## src/rtl/mem_arbiter.sv

```systemverilog
// mem_arbiter: two-requester arbiter (instruction fetch, load/store) in front of
// a single-port synchronous memory with 1-cycle read latency.
//
// Optional feature macro: ARB_ROUND_ROBIN_EN
//   defined   -> simultaneous unlocked requests alternate via a last-winner register
//   undefined -> simultaneous requests go to load/store; fetch escapes only via
//                the starvation override
//
// Ports
//   clk, rst                      clock, asynchronous active-high reset
//   if_req, if_addr               fetch request / byte address
//   if_gnt, if_rvalid, if_rdata   fetch grant, response valid, read data
//   ls_req, ls_we, ls_be,         load/store request, write enable, byte enables,
//   ls_addr, ls_wdata, ls_lock    byte address, write data, bus lock
//   ls_gnt, ls_rvalid, ls_rdata   load/store grant, response valid, read data
//   mem_en, mem_we, mem_addr,     memory enable, byte write enables, word-aligned
//   mem_wdata, mem_rdata          address, write data, read data (1-cycle latency)
//
// Response state (resp)
//   state     | meaning
//   RESP_NONE | no access accepted last cycle, no rvalid
//   RESP_IF   | fetch accepted last cycle, if_rvalid this cycle
//   RESP_LS   | load/store accepted last cycle, ls_rvalid this cycle

module mem_arbiter #(
    parameter int ADDR_W     = 32,
    parameter int STARVE_MAX = 4
) (
    input  logic              clk,
    input  logic              rst,
    input  logic              if_req,
    input  logic [ADDR_W-1:0] if_addr,
    output logic              if_gnt,
    output logic              if_rvalid,
    output logic [31:0]       if_rdata,
    input  logic              ls_req,
    input  logic              ls_we,
    input  logic [3:0]        ls_be,
    input  logic [ADDR_W-1:0] ls_addr,
    input  logic [31:0]       ls_wdata,
    input  logic              ls_lock,
    output logic              ls_gnt,
    output logic              ls_rvalid,
    output logic [31:0]       ls_rdata,
    output logic              mem_en,
    output logic [3:0]        mem_we,
    output logic [ADDR_W-1:0] mem_addr,
    output logic [31:0]       mem_wdata,
    input  logic [31:0]       mem_rdata
);

    localparam int              CNT_W   = $clog2(STARVE_MAX + 1);
    localparam logic [CNT_W-1:0] CNT_MAX = CNT_W'(STARVE_MAX);
    localparam logic [ADDR_W-1:0] WORD_MASK = ~ADDR_W'(3);

    typedef enum logic [1:0] {
        RESP_NONE = 2'd0,
        RESP_IF   = 2'd1,
        RESP_LS   = 2'd2
    } resp_t;

    resp_t            resp, resp_nxt;
    logic             locked, locked_nxt;
    logic [CNT_W-1:0] starve, starve_nxt;
    logic             starved;

`ifdef ARB_ROUND_ROBIN_EN
    logic last_ls, last_ls_nxt;

    always_ff @(posedge clk or posedge rst) begin
        if (rst) last_ls <= 1'b1;
        else     last_ls <= last_ls_nxt;
    end
`endif

    always_ff @(posedge clk or posedge rst) begin
        if (rst) begin
            resp   <= RESP_NONE;
            locked <= 1'b0;
            starve <= '0;
        end else begin
            resp   <= resp_nxt;
            locked <= locked_nxt;
            starve <= starve_nxt;
        end
    end

    always_comb begin
        if_gnt     = 1'b0;
        ls_gnt     = 1'b0;
        mem_en     = 1'b0;
        mem_we     = 4'b0000;
        mem_addr   = '0;
        mem_wdata  = '0;
        resp_nxt   = RESP_NONE;
        locked_nxt = locked;
        starve_nxt = starve;
`ifdef ARB_ROUND_ROBIN_EN
        last_ls_nxt = last_ls;
`endif
        starved = if_req && (starve == CNT_MAX);

        // Grants are forced low while reset is held so the memory sees no access.
        if (!rst) begin
            if (locked) begin
                ls_gnt = ls_req;
            end else if (starved) begin
                if_gnt = 1'b1;
            end else if (if_req && ls_req) begin
`ifdef ARB_ROUND_ROBIN_EN
                if (last_ls) if_gnt = 1'b1;
                else         ls_gnt = 1'b1;
`else
                ls_gnt = 1'b1;
`endif
            end else begin
                if_gnt = if_req;
                ls_gnt = ls_req;
            end
        end

        if (if_gnt) begin
            mem_en    = 1'b1;
            mem_addr  = if_addr & WORD_MASK;
            mem_wdata = ls_wdata;
            resp_nxt  = RESP_IF;
`ifdef ARB_ROUND_ROBIN_EN
            last_ls_nxt = 1'b0;
`endif
        end else if (ls_gnt) begin
            mem_en     = 1'b1;
            mem_addr   = ls_addr & WORD_MASK;
            mem_we     = ls_we ? ls_be : 4'b0000;
            mem_wdata  = ls_wdata;
            resp_nxt   = RESP_LS;
            locked_nxt = ls_lock;
`ifdef ARB_ROUND_ROBIN_EN
            last_ls_nxt = 1'b1;
`endif
        end

        // Saturating count of consecutive cycles fetch waited while requesting.
        if (!if_req || if_gnt) starve_nxt = '0;
        else if (starve != CNT_MAX) starve_nxt = starve + CNT_W'(1);
    end

    assign if_rvalid = (resp == RESP_IF);
    assign ls_rvalid = (resp == RESP_LS);
    assign if_rdata  = if_rvalid ? mem_rdata : 32'h0;
    assign ls_rdata  = ls_rvalid ? mem_rdata : 32'h0;

endmodule

```

## config.mk

```make
export PLATFORM = sky130hd
export DESIGN_NAME = mem_arbiter
export DESIGN_NICKNAME = d
export VERILOG_FILES = /design/src/rtl/mem_arbiter.sv
export SDC_FILE = /design/constraint.sdc
export NUM_CORES = 1
export LEC_CHECK = 0
export CAP_MARGIN = 20
export CORE_AREA = 4 4 105 107
export CTS_BUF_LIST = sky130_fd_sc_hd__clkbuf_2
export DETAILED_ROUTE_END_ITERATION = 10
export DIE_AREA = 0 0 109 111
export SLEW_MARGIN = 20
export SYNTH_ARGS = -nofsm -noshare
export SYNTH_HDL_FRONTEND = slang
export SYNTH_SLANG_ARGS = --single-unit
```

## constraint.sdc

```tcl
create_clock -name clk -period 3.3 [get_ports clk]
set_input_delay 0.495 -clock clk [delete_from_list [all_inputs] [get_ports clk]]
set_output_delay 0.495 -clock clk [all_outputs]
set_load 0.005 [all_outputs]
```

# Yosys cells after proc, flatten, opt, wreduce, memory -nomap -nowiden

Index checks and enable logic that the tools add are counted.

Input bits: 138
Word-level logic and storage cells: 38
Flip-flop bits (word level): 6
Output and inout port bits: 137

Bitwise gates (word level): 1
Eq/ne operators: 4
Reduce and logical (&&, ||, !) cells: 6
Mux-type cells: 23
Add/subtract/negate cells: 1

Operators by type and width:

| kind                  | number |
|---|---|
| $mux W32              | 6 |
| $mux W4               | 3 |
| $mux W1               | 10 |
| $mux W3               | 2 |
| $mux W2               | 2 |
| $add A3 B1 Y3 const B | 1 |
| $eq A3 B3 Y1 const B  | 1 |
| $ne A3 B3 Y1 const B  | 1 |
| $eq A2 B1 Y1 const B  | 1 |
| $eq A2 B2 Y1 const B  | 1 |
| $logic_and A1 B1 Y1   | 2 |
| $reduce_and A2 Y1     | 1 |
| $reduce_bool A2 Y1    | 1 |
| $logic_not A1 Y1      | 1 |
| $logic_or A1 B1 Y1    | 1 |
| $not A1 Y1            | 1 |

# Longest topological paths before layout

Gate-level depths: netlist of run 1.

Depth in word-level cells: 7
Mapped depth: 7
Gate-level depth less buffers: 5

# Least setup slack after synthesis of run 1

No wires, ideal clock.

Path kind: register -> output
Start point: register starve[0]
End point: output mem_addr[16]
Arrival time: 1.578 ns
Required time: 2.805 ns
Buffers on the path: 1
Slack: 1.227 ns
Cell stages (with the launch flop): 7
Cells stage by stage: dfrtp_1 > inv_1 > ha_1 > nand2_2 > a2111oi_4 > buf_6 > a22o_1

Elaborated cells between the ends (all ways): 10
Classes of those cells: 1 x eq/ne; 8 x mux; 1 x reduce/logical

RTL lines:

| what                   | RTL line | RTL |
|---|---|---|
| from (decl)            | 64       | `logic [CNT_W-1:0] starve, starve_nxt;` |
| from (signal assigned) | 84       | `starve <= starve_nxt;` |
| $eq A3 B3 Y1           | 101      | `starved = if_req && (starve == CNT_MAX);` |
| $logic_and A1 B1 Y1    | 101      |  |
| $mux W1                | 107      | `end else if (starved) begin` |
| $mux W1                | 105      | `if (locked) begin` |
| $mux W1                | 104      | `if (!rst) begin` |
| named net if_gnt       | 33       | `output logic if_gnt,` |
| $mux W32               | 122      | `if (if_gnt) begin` |
| to (decl)              | 47       | `output logic [ADDR_W-1:0] mem_addr,` |

The timed path passes the listed nets, and every way through them passes these cells.

# Final worst setup path of run 1

Start point: input if_req
End point: output mem_addr[20]

Longest elaborated chain between the ends: 7
Elaborated cells between the ends (all ways): 12
Classes of those cells: 10 x mux; 2 x reduce/logical

Ends and longest elaborated chain:

| what                | RTL line | RTL |
|---|---|---|
| from (decl)         | 31       | `input logic if_req,` |
| $logic_and A1 B1 Y1 | 109      | `end else if (if_req && ls_req) begin` |
| $mux W1             | 109      |  |
| $mux W1             | 107      |  |
| $mux W1             | 105      |  |
| $mux W1             | 104      |  |
| $mux W32            | 130      | `end else if (ls_gnt) begin` |
| $mux W32 (*)        | 122      |  |

Every way passes the cells marked *; elsewhere a longest branch is shown, timed or not.

==> run_results.csv, run 1 <==
group,metric,value,unit
cts,numClockSinks,6,
cts,clk_path_buf_depth,2,
timing,tns,0,ps
cells_and_area,final_nets,583,
cells_and_area,n_fill_cell,1003,
global_route,grt_max_degree,37,
cts,cts_tree,"yes",
setup_path,crit_required,2800,ps
logic_synthesis,synth_warnings,0,
cells_and_area,final_cell_mix,"clkdlybuf4s50_1 (268), and2_1 (96), a22o_1 (22)",
logic_synthesis,postSynth.asyncResetShare,100.0,%
power_and_ir_drop,p_total,578.7,µW
setup_path,regToRegSetupSlack,1560,ps
placed_design,place_area,4168,µm²
logic_synthesis,seq_area_frac_synth,11.03,%
cts,clkTransAtPathRegs,50,ps
cells_and_area,final_area,4183,µm²
run_status,outcome,"finished clean",
timing,setup_viol,0,
timing,period_minus_slack,3021,ps
global_route,grt_pass1_vias,2275,
floorplan,rows,37,
cells_and_area,diodes,0,
setup_path,cp.arrival,2530,ps
cts,cts_max_level,1,
cts,clock_latency,220,ps
detailed_routing,drc_errors,0,
placed_design,io_buffers,268,
detailed_routing,wl_per_cell,15.34,µm
logic_synthesis,synth.avg_cell_area,7.563,µm²
logic_synthesis,yosys.area.top_type_share,44.12,%
floorplan,initial_core_util,13.43,%
cells_and_area,seq_area,150.1,µm²
cts,ctsResizeCount,0,
cts,cts_setup_buffers,0,
logic_synthesis,ys_ff_latch,6,
floorplan,fp.dieW,109,µm
cells_and_area,layout-drive-gt1-share,5.442,%
floorplan,core-area,10140,µm²
global_route,grt_usage,13.19,%
logic_synthesis,synth_cells,180,
floorplan,dieArea,12100,µm²
detailed_routing,drtAntennaViolNets,0,
hold_path,hp-class,"flip-flop to flip-flop",
timing,period_share,91.55,%
global_route,grt_remaining_overflow,0,
cells_and_area,multi_input_area,1085,µm²
hold_path,hold_depth,2,
timing,finalClockSkew,1.309,ps
setup_path,worstReg2RegStart,"starve[0]$_DFFE_PP0P_",
logic_synthesis,synth_area,1361,µm²
cts,numCtsBuffers,3,
detailed_routing,drt_iter0_markers,81,
detailed_routing,firstDrtPassIters,4,
setup_path,path_max_fanout,36,
logic_synthesis,synth_top_area_cell,"and2_1",
cts,clockRootBuffer,"clkbuf_2",
setup_path,cp-startpoint,"if_req",
detailed_routing,routed_wl,8849,µm
timing,grt_setup_unrepaired,"false",
global_route,antenna_found_initial,0,
logic_synthesis,synthFlopType,"dfrtp_1",
setup_path,criticalPathCategory,"primary input to primary output",
flow_run,max_cap_viol_count,0,
setup_path,critPathCaptureType,"primary output",
global_route,grt_pass1_wl,12520,µm
placed_design,gp_congestion,0.8517,
setup_path,rr_worst_depth,6,
floorplan,die_h,111,µm
logic_synthesis,synth_edf_count,0,
floorplan,pin_count,275,
timing,whs,608.2,ps
setup_path,setup.worst_path.start_class,"primary input",
power_and_ir_drop,ir_worst_vdd,0.08497,mV
cells_and_area,areaGrowthSynthToFinish,207.3,%
setup_path,crit_end,"mem_addr[20]",
timing,hold_viol_final,0,
cts,cts_hold_buf,0,
placed_design,hpwl,7831,µm
detailed_routing,vias,2299,
setup_path,reg2reg_to,"locked$_DFFE_PP0P_",
detailed_routing,avgViaCountPerCell,3.984,
power_and_ir_drop,p_leak,1.620,nW
cells_and_area,final_common_cell,"clkdlybuf4s50_1",
logic_synthesis,ys_types,29,
timing,maxSlewViolCount,0,
power_and_ir_drop,p_per_area,138.3,nW/µm²
timing,max_clock_freq,0.3310,GHz
logic_synthesis,synthTopCellsByArea,"and2_1 (44%), a22o_1 (14%), dfrtp_1 (11%)",
final cells by class:
type,instances,share of cell area [%]
clock buffer,3,0.3590
inverter,4,0.3590
multi-input combinational,153,25.93
sequential,6,3.590
tap,136,4.068
timing repair buffer,275,65.69
through the flow:
| step | cells | utilization (%) | setup WS [ps] |
|---|---|---|---|
| 2_1_floorplan | 181 | - | 1227 |
| 3_3_place_gp | 574 | 41.11 | 302.2 |
| 3_5_place_dp | 574 | 41.11 | 294.2 |
| 4_1_cts | 577 | 41.26 | 287.5 |
| 5_1_grt | 577 | 41.26 | 219.0 |
| 6_report | 577 | 41.26 | 278.7 |
critical path, stage by stage:
cell and delay (ps):
clkdlybuf4s50_1 570, inv_2 100, o311a_1 350, buf_4 240
a22o_1 220, clkdlybuf4s50_1 530
routing by layer:
metal | share of wire (%) | track usage (%)
met3 | 15 | 6.290
met4 | 0.64 | 1.263
met5 | 0 | 0
met2 | 49 | 24.57
met1 | 35 | 13.62
cells in the mapped netlist, drive strengths merged (2+ instances only):
master	n
a22o	30
and2	96
and3	4
buf	9
clkbuf	9
dfrtp	6
ha	2
inv	4
nand2	2
nor2b	3
nor3	2
o311a	2
sequential cells by signal, summed over array words and instances (netlist names):
register,count
locked,1
resp,2
starve,3
power by group:
group / internal (mW) / total [mW] / switching (mW)
Clock: 0.0245 / 0.0482 / 0.0236
Sequential: 0.0810 / 0.0886 / 0.00764
Combinational: 0.313 / 0.442 / 0.129
Total: 0.418 / 0.579 / 0.161
worst min-delay path by stage:
stage	start	endpoint	slack (ps)
floorplan	rst	locked$_DFFE_PP0P_	310
global placement	starve[1]$_DFFE_PP0P_	starve[1]$_DFFE_PP0P_	570
detailed placement	starve[1]$_DFFE_PP0P_	starve[1]$_DFFE_PP0P_	600
CTS	starve[1]$_DFFE_PP0P_	starve[1]$_DFFE_PP0P_	610
global route	starve[1]$_DFFE_PP0P_	starve[1]$_DFFE_PP0P_	630
finish	starve[1]$_DFFE_PP0P_	starve[1]$_DFFE_PP0P_	610
cells by family after synthesis:
logic type / synth area share (%)
other: 0.2755
adder cells (fa/ha/maj): 1.838
flip-flops: 11.03
buffers and inverters: 9.558
AO/OA/AOI/OAI: 26.56
multiplexers: 0.8271
AND/OR/NAND/NOR: 49.91
(Power assumes the default switching activity.)
==> run 2, diff against run 1 <==
--- a/config.mk
+++ b/config.mk
@@ -5,6 +5,7 @@
 export SDC_FILE = /design/constraint.sdc
 export NUM_CORES = 1
 export LEC_CHECK = 0
+export ABC_CLOCK_PERIOD_IN_PS = 3300
 export CAP_MARGIN = 20
 export CORE_AREA = 4 4 105 107
 export CTS_BUF_LIST = sky130_fd_sc_hd__clkbuf_2
==> results of run 2 <==
No change in the layout: final DEF, timing and power equal those of run 1.
==> run 3, diff against run 2 <==
--- a/config.mk
+++ b/config.mk
@@ -11,6 +11,7 @@
 export CTS_BUF_LIST = sky130_fd_sc_hd__clkbuf_2
 export DETAILED_ROUTE_END_ITERATION = 10
 export DIE_AREA = 0 0 109 111
+export MAX_ROUTING_LAYER = met4
 export SLEW_MARGIN = 20
 export SYNTH_ARGS = -nofsm -noshare
 export SYNTH_HDL_FRONTEND = slang
==> run_results.csv, run 3 (synthesis results as in run 1) <==
group,metric,value,unit
cells_and_area,n_fill_cell,1003,
timing,setup_viol,0,
global_route,grt_max_degree,37,
hold_path,min-delay-start,"starve[1]$_DFFE_PP0P_",
cts,numClockSinks,6,
setup_path,critPathSlowestCell,"clkdlybuf4s50_1",
detailed_routing,vias,2301,
placed_design,gp_congestion,0.8652,
power_and_ir_drop,p_sw_share,27.77,%
cts,cts_setup_buffers,0,
setup_path,crit_path_frequent_cell,"clkdlybuf4s50_1",
floorplan,core-area,10140,µm²
timing,period_minus_slack,3030,ps
global_route,grt_pass1_vias,2286,
hold_path,hold_depth,2,
cells_and_area,final_common_cell,"clkdlybuf4s50_1",
power_and_ir_drop,p_int,418.1,µW
detailed_routing,drc_errors,0,
cts,cts_tree,"yes",
setup_path,crit_required,2800,ps
cts,cts_hold_buf,0,
floorplan,die_h,111,µm
setup_path,criticalPathCategory,"primary input to primary output",
detailed_routing,avgViaCountPerCell,3.988,
setup_path,cp.buffers_inverters,4,
timing,whs,610.5,ps
timing,hold_viol_final,0,
global_route,antenna_found_initial,0,
global_route,grt_remaining_overflow,0,
placed_design,pre_cts_slack,294.2,ps
detailed_routing,drt_iter0_markers,78,
hold_path,whs_endpoint,"starve[1]$_DFFE_PP0P_",
cts,clk_path_buf_depth,2,
cells_and_area,final_cell_mix,"clkdlybuf4s50_1 (268), and2_1 (96), a22o_1 (22)",
run_status,outcome,"finished clean",
cells_and_area,largestRegisters,"starve x3, resp x2, locked x1",
cts,clkTransAtPathRegs,50,ps
setup_path,path_max_fanout,36,
cells_and_area,layout-drive-gt1-share,5.442,%
power_and_ir_drop,power_frac_seq,15.3,%
cells_and_area,utilization,41.26,%
cells_and_area,final_nets,583,
timing,maxSlewViolCount,0,
cts,numCtsBuffers,3,
floorplan,pin_count,275,
setup_path,cp.arrival,2530,ps
power_and_ir_drop,ir_worst_vdd,0.08508,mV
floorplan,dieArea,12100,µm²
placed_design,place_area,4168,µm²
cts,ctsResizeCount,0,
cells_and_area,diodes,0,
timing,worst_slack,270.1,ps
cells_and_area,areaGrowthSynthToFinish,207.3,%
placed_design,io_buffers,268,
timing,tns,0,ps
global_route,grt_usage,13.55,%
setup_path,crit_path_cell_trace,"clkdlybuf4s50_1, inv_2, o311a_1, buf_4, a22o_1, clkdlybuf4s50_1",
detailed_routing,wl_per_cell,15.35,µm
flow_run,max_cap_viol_count,0,
cells_and_area,seq_area,150.1,µm²
placed_design,hpwl,7831,µm
cells_and_area,largest_reg_flops,3,
cts,cts_max_level,1,
timing,grt_setup_unrepaired,"false",
setup_path,rr_worst_depth,6,
cells_and_area,regMostFlops,"starve",
cts,clockRootBuffer,"clkbuf_2",
detailed_routing,drtAntennaViolNets,0,
detailed_routing,routed_wl,8856,µm
cells_and_area,final_area,4183,µm²
floorplan,fp.dieW,109,µm
setup_path,path_delay_family,"buffers and inverters",
setup_path,regToRegSetupSlack,1550,ps
setup_path,critPathCaptureType,"primary output",
setup_path,worstReg2RegStart,"starve[0]$_DFFE_PP0P_",
hold_path,hp-class,"flip-flop to flip-flop",
detailed_routing,firstDrtPassIters,4,
cts,clock_latency,210,ps
setup_path,slowest_delay,560,ps
power_and_ir_drop,switchingPower,160.7,µW
power_and_ir_drop,combPwrFrac,76.4,%
global_route,grt_pass1_wl,12490,µm
timing,finalClockSkew,1.266,ps
placed_design,place_inst,574,
setup_path,reg2reg_to,"locked$_DFFE_PP0P_",
power_and_ir_drop,power_frac_clock,8.3,%
setup_path,setup.worst_path.start_class,"primary input",
floorplan,initial_core_util,13.43,%
floorplan,rows,37,
power_and_ir_drop,p_leak,1.620,nW
cells_and_area,multi_input_area,1085,µm²
timing,period_share,91.82,%
power_and_ir_drop,p_per_area,138.4,nW/µm²
timing,max_clock_freq,0.3300,GHz
power_and_ir_drop,p_total,578.8,µW
cells_and_area,final_cells,577,
## run 3: cell counts in the layout (fill, tap and decap cells not counted)
Identical to the previous run, type by type.
## run 3: worst max path at each step
stage,end,start,cells after the start,slack [ps]
2_1_floorplan,mem_addr[16],starve[0]$_DFFE_PP0P_,6,1230
3_3_place_gp,mem_addr[19],if_req,6,300
3_5_place_dp,mem_addr[19],if_req,6,290
4_1_cts,mem_addr[19],if_req,6,290
5_1_grt,mem_addr[19],if_req,6,220
6_report,mem_addr[20],if_req,6,270
## run 3: area by class of cell
class,count,area share (%)
Clock buffer,3,0.3590
Sequential cell,6,3.590
Tap cell,136,4.068
Inverter,4,0.3590
Multi-Input combinational cell,153,25.93
Timing Repair Buffer,275,65.69
## run 3: tightest hold or removal path, delay by kind of cell, from the launching register on
kind,cells,cell delay [ps]
buffers and inverters,1,90
AOI/OAI and AO/OA,1,100
DFF,1,380
## run 3: power groups by stage
stage / registers [mW] / clock network [mW] / logic [mW]
final: 0.0885 / 0.0479 / 0.442
after global routing: 0.0896 / 0.0553 / 0.474
after CTS: 0.0884 / 0.0526 / 0.449
after detailed placement: 0.0897 / 0 / 0.447
after global placement: 0.0893 / 0 / 0.442
after floorplan: 0.0880 / 0 / 0.120
## run 3: routing by layer
layer,up-vias,wire [µm],track usage [%]
li1,1134,-,-
met1,990,3299,14.67
met2,173,4354,24.53
met3,4,1143,4.601
met4,0,57,1.263
met5,-,0,-
==> RTL edit: new RTL, flow settings as in run 1 <==
The option `ARB_ROUND_ROBIN_EN` is turned on by a define.
--- a/src/rtl/mem_arbiter.sv
+++ b/src/rtl/mem_arbiter.sv
@@ -22,4 +22,6 @@
 //   RESP_IF   | fetch accepted last cycle, if_rvalid this cycle
 //   RESP_LS   | load/store accepted last cycle, ls_rvalid this cycle
+
+`define ARB_ROUND_ROBIN_EN
 
 module mem_arbiter #(
Function: changed (Yosys sat finds a counterexample within 4 cycles, from zero or initial values and one cycle with rst high).
==> RTL edit against run 1 <==
Synthesized area is 2.7% higher. Design area grew 1.6%. Sequential cell count grew 1. Non-clock buffer count shrank 1. Routed wire length shrank 4.7%. Worst hold slack worse by 87 ps. Clock skew grew 3.0 ps. Cell count up 0.87%. Utilization up 0.68 points. Power increased by 27%. Setup slack worse by 51 ps. Global-route usage decreased by 0.60 points.
==> RTL edit: results <==
group,metric,value,unit
cells_and_area,nets,587,
clock_network,path_clk_slew,70,ps
yosys,ys_top_cells_by_area,"and2_1 (43%), a22o_1 (18%), dfrtp_1 (11%)",
yosys,synth_xor_area_frac,0.00627,
place,port-buffer-count,268,
sta,worst_hold_slack,522,ps
worst_hold_path,worstHoldStart,"last_ls$_DFFE_PP1P_",
place,dp_slack,243,ps
critical_path,crit_path_top_delay_cell,"clkdlybuf4s50_1",
yosys,synth_compound_area_frac,0.253,
routing,vias_per_cell,4.01,
routing,wirelength,8430,microns
cells_and_area,drive_above_1_share,0.0426,
power_and_ir_drop,seqPwrFrac,0.158,
global_routing,grt_pass1_wl,12300,microns
place,gp_congestion,0.767,
routing,met2_length,4620,microns
yosys,ys_seq_area_frac,0.126,
place,placedInstanceArea,4230,sq um
global_routing,grt_usage,0.126,
critical_path,worst-path-max-fanout,31,
worst_hold_path,hold-path-endpoint,"last_ls$_DFFE_PP1P_",
power_and_ir_drop,switching_power,214,uW
cells_and_area,largest_registers,"starve x3, resp x2",
critical_path,cpPeakStageDelay,550,ps
global_routing,grt_use_met3,0.0600,
sta,skew,4.28,ps
routing,drt-initial-drc-count,67,
critical_path,rr_endpoint,"resp[0]$_DFF_PP0_",
place,dp_hpwl,7390,microns
yosys,yosysUniqueCellTypes,27,
critical_path,rr_startpoint,"starve[0]$_DFFE_PP0P_",
power_and_ir_drop,fin_total_pwr,733,uW
clock_network,cts_root_buffer,"clkbuf_2",
global_routing,grt_pass1_vias,2426,
routing,routed-wl-met3,1320,microns
critical_path,reg2regPathDepth,5,
yosys,yosys-top-cells-count,"and2_1 (96), a22o_1 (29), clkbuf_1 (9)",
power_and_ir_drop,pwr-share-clk,0.085,
yosys,synthAdderAreaFrac,0.0179,
routing,met1Wirelength,2440,microns
yosys,synth_cells,184,
power_and_ir_drop,ir_drop,0.0967,mV
status,status,"complete, no violations",
global_routing,grt_max_degree,36,
cells_and_area,fin_cells,582,
critical_path,r2r_slack,1700,ps
power_and_ir_drop,p_leak,1.65,nW
yosys,synth_mux_area_frac,0.0152,
global_routing,use_met1,0.102,
global_routing,gr-usage-met2,0.263,
## RTL edit: cell types whose count changed in the layout (fill, tap and decap cells not counted), moves of 3 or more
cell	before	now
nor2b_1	3	0
o21ai_0	1	4
nor3b_1	0	3
a22o_1	22	29
a22o_2	8	2
## RTL edit: worst max path at each step
stage / from / endpoint / slack [ps]
after floorplan: starve[0]$_DFFE_PP0P_ / mem_addr[14] / 1300
after global placement: if_req / mem_addr[8] / 260
after detailed placement: if_req / mem_addr[8] / 240
after CTS: if_req / mem_addr[8] / 220
after global routing: if_req / mem_addr[8] / 150
final: if_req / mem_addr[10] / 230
## RTL edit: layout make-up
| type | instances | area, sq um |
|---|---|---|
| Inverter | 4 | 15.0 |
| Tap cell | 136 | 170 |
| Multi-Input combinational cell | 157 | 1120 |
| Fill cell | 995 | 5890 |
| Sequential cell | 7 | 176 |
| Clock buffer | 4 | 20.0 |
| Timing Repair Buffer | 274 | 2750 |
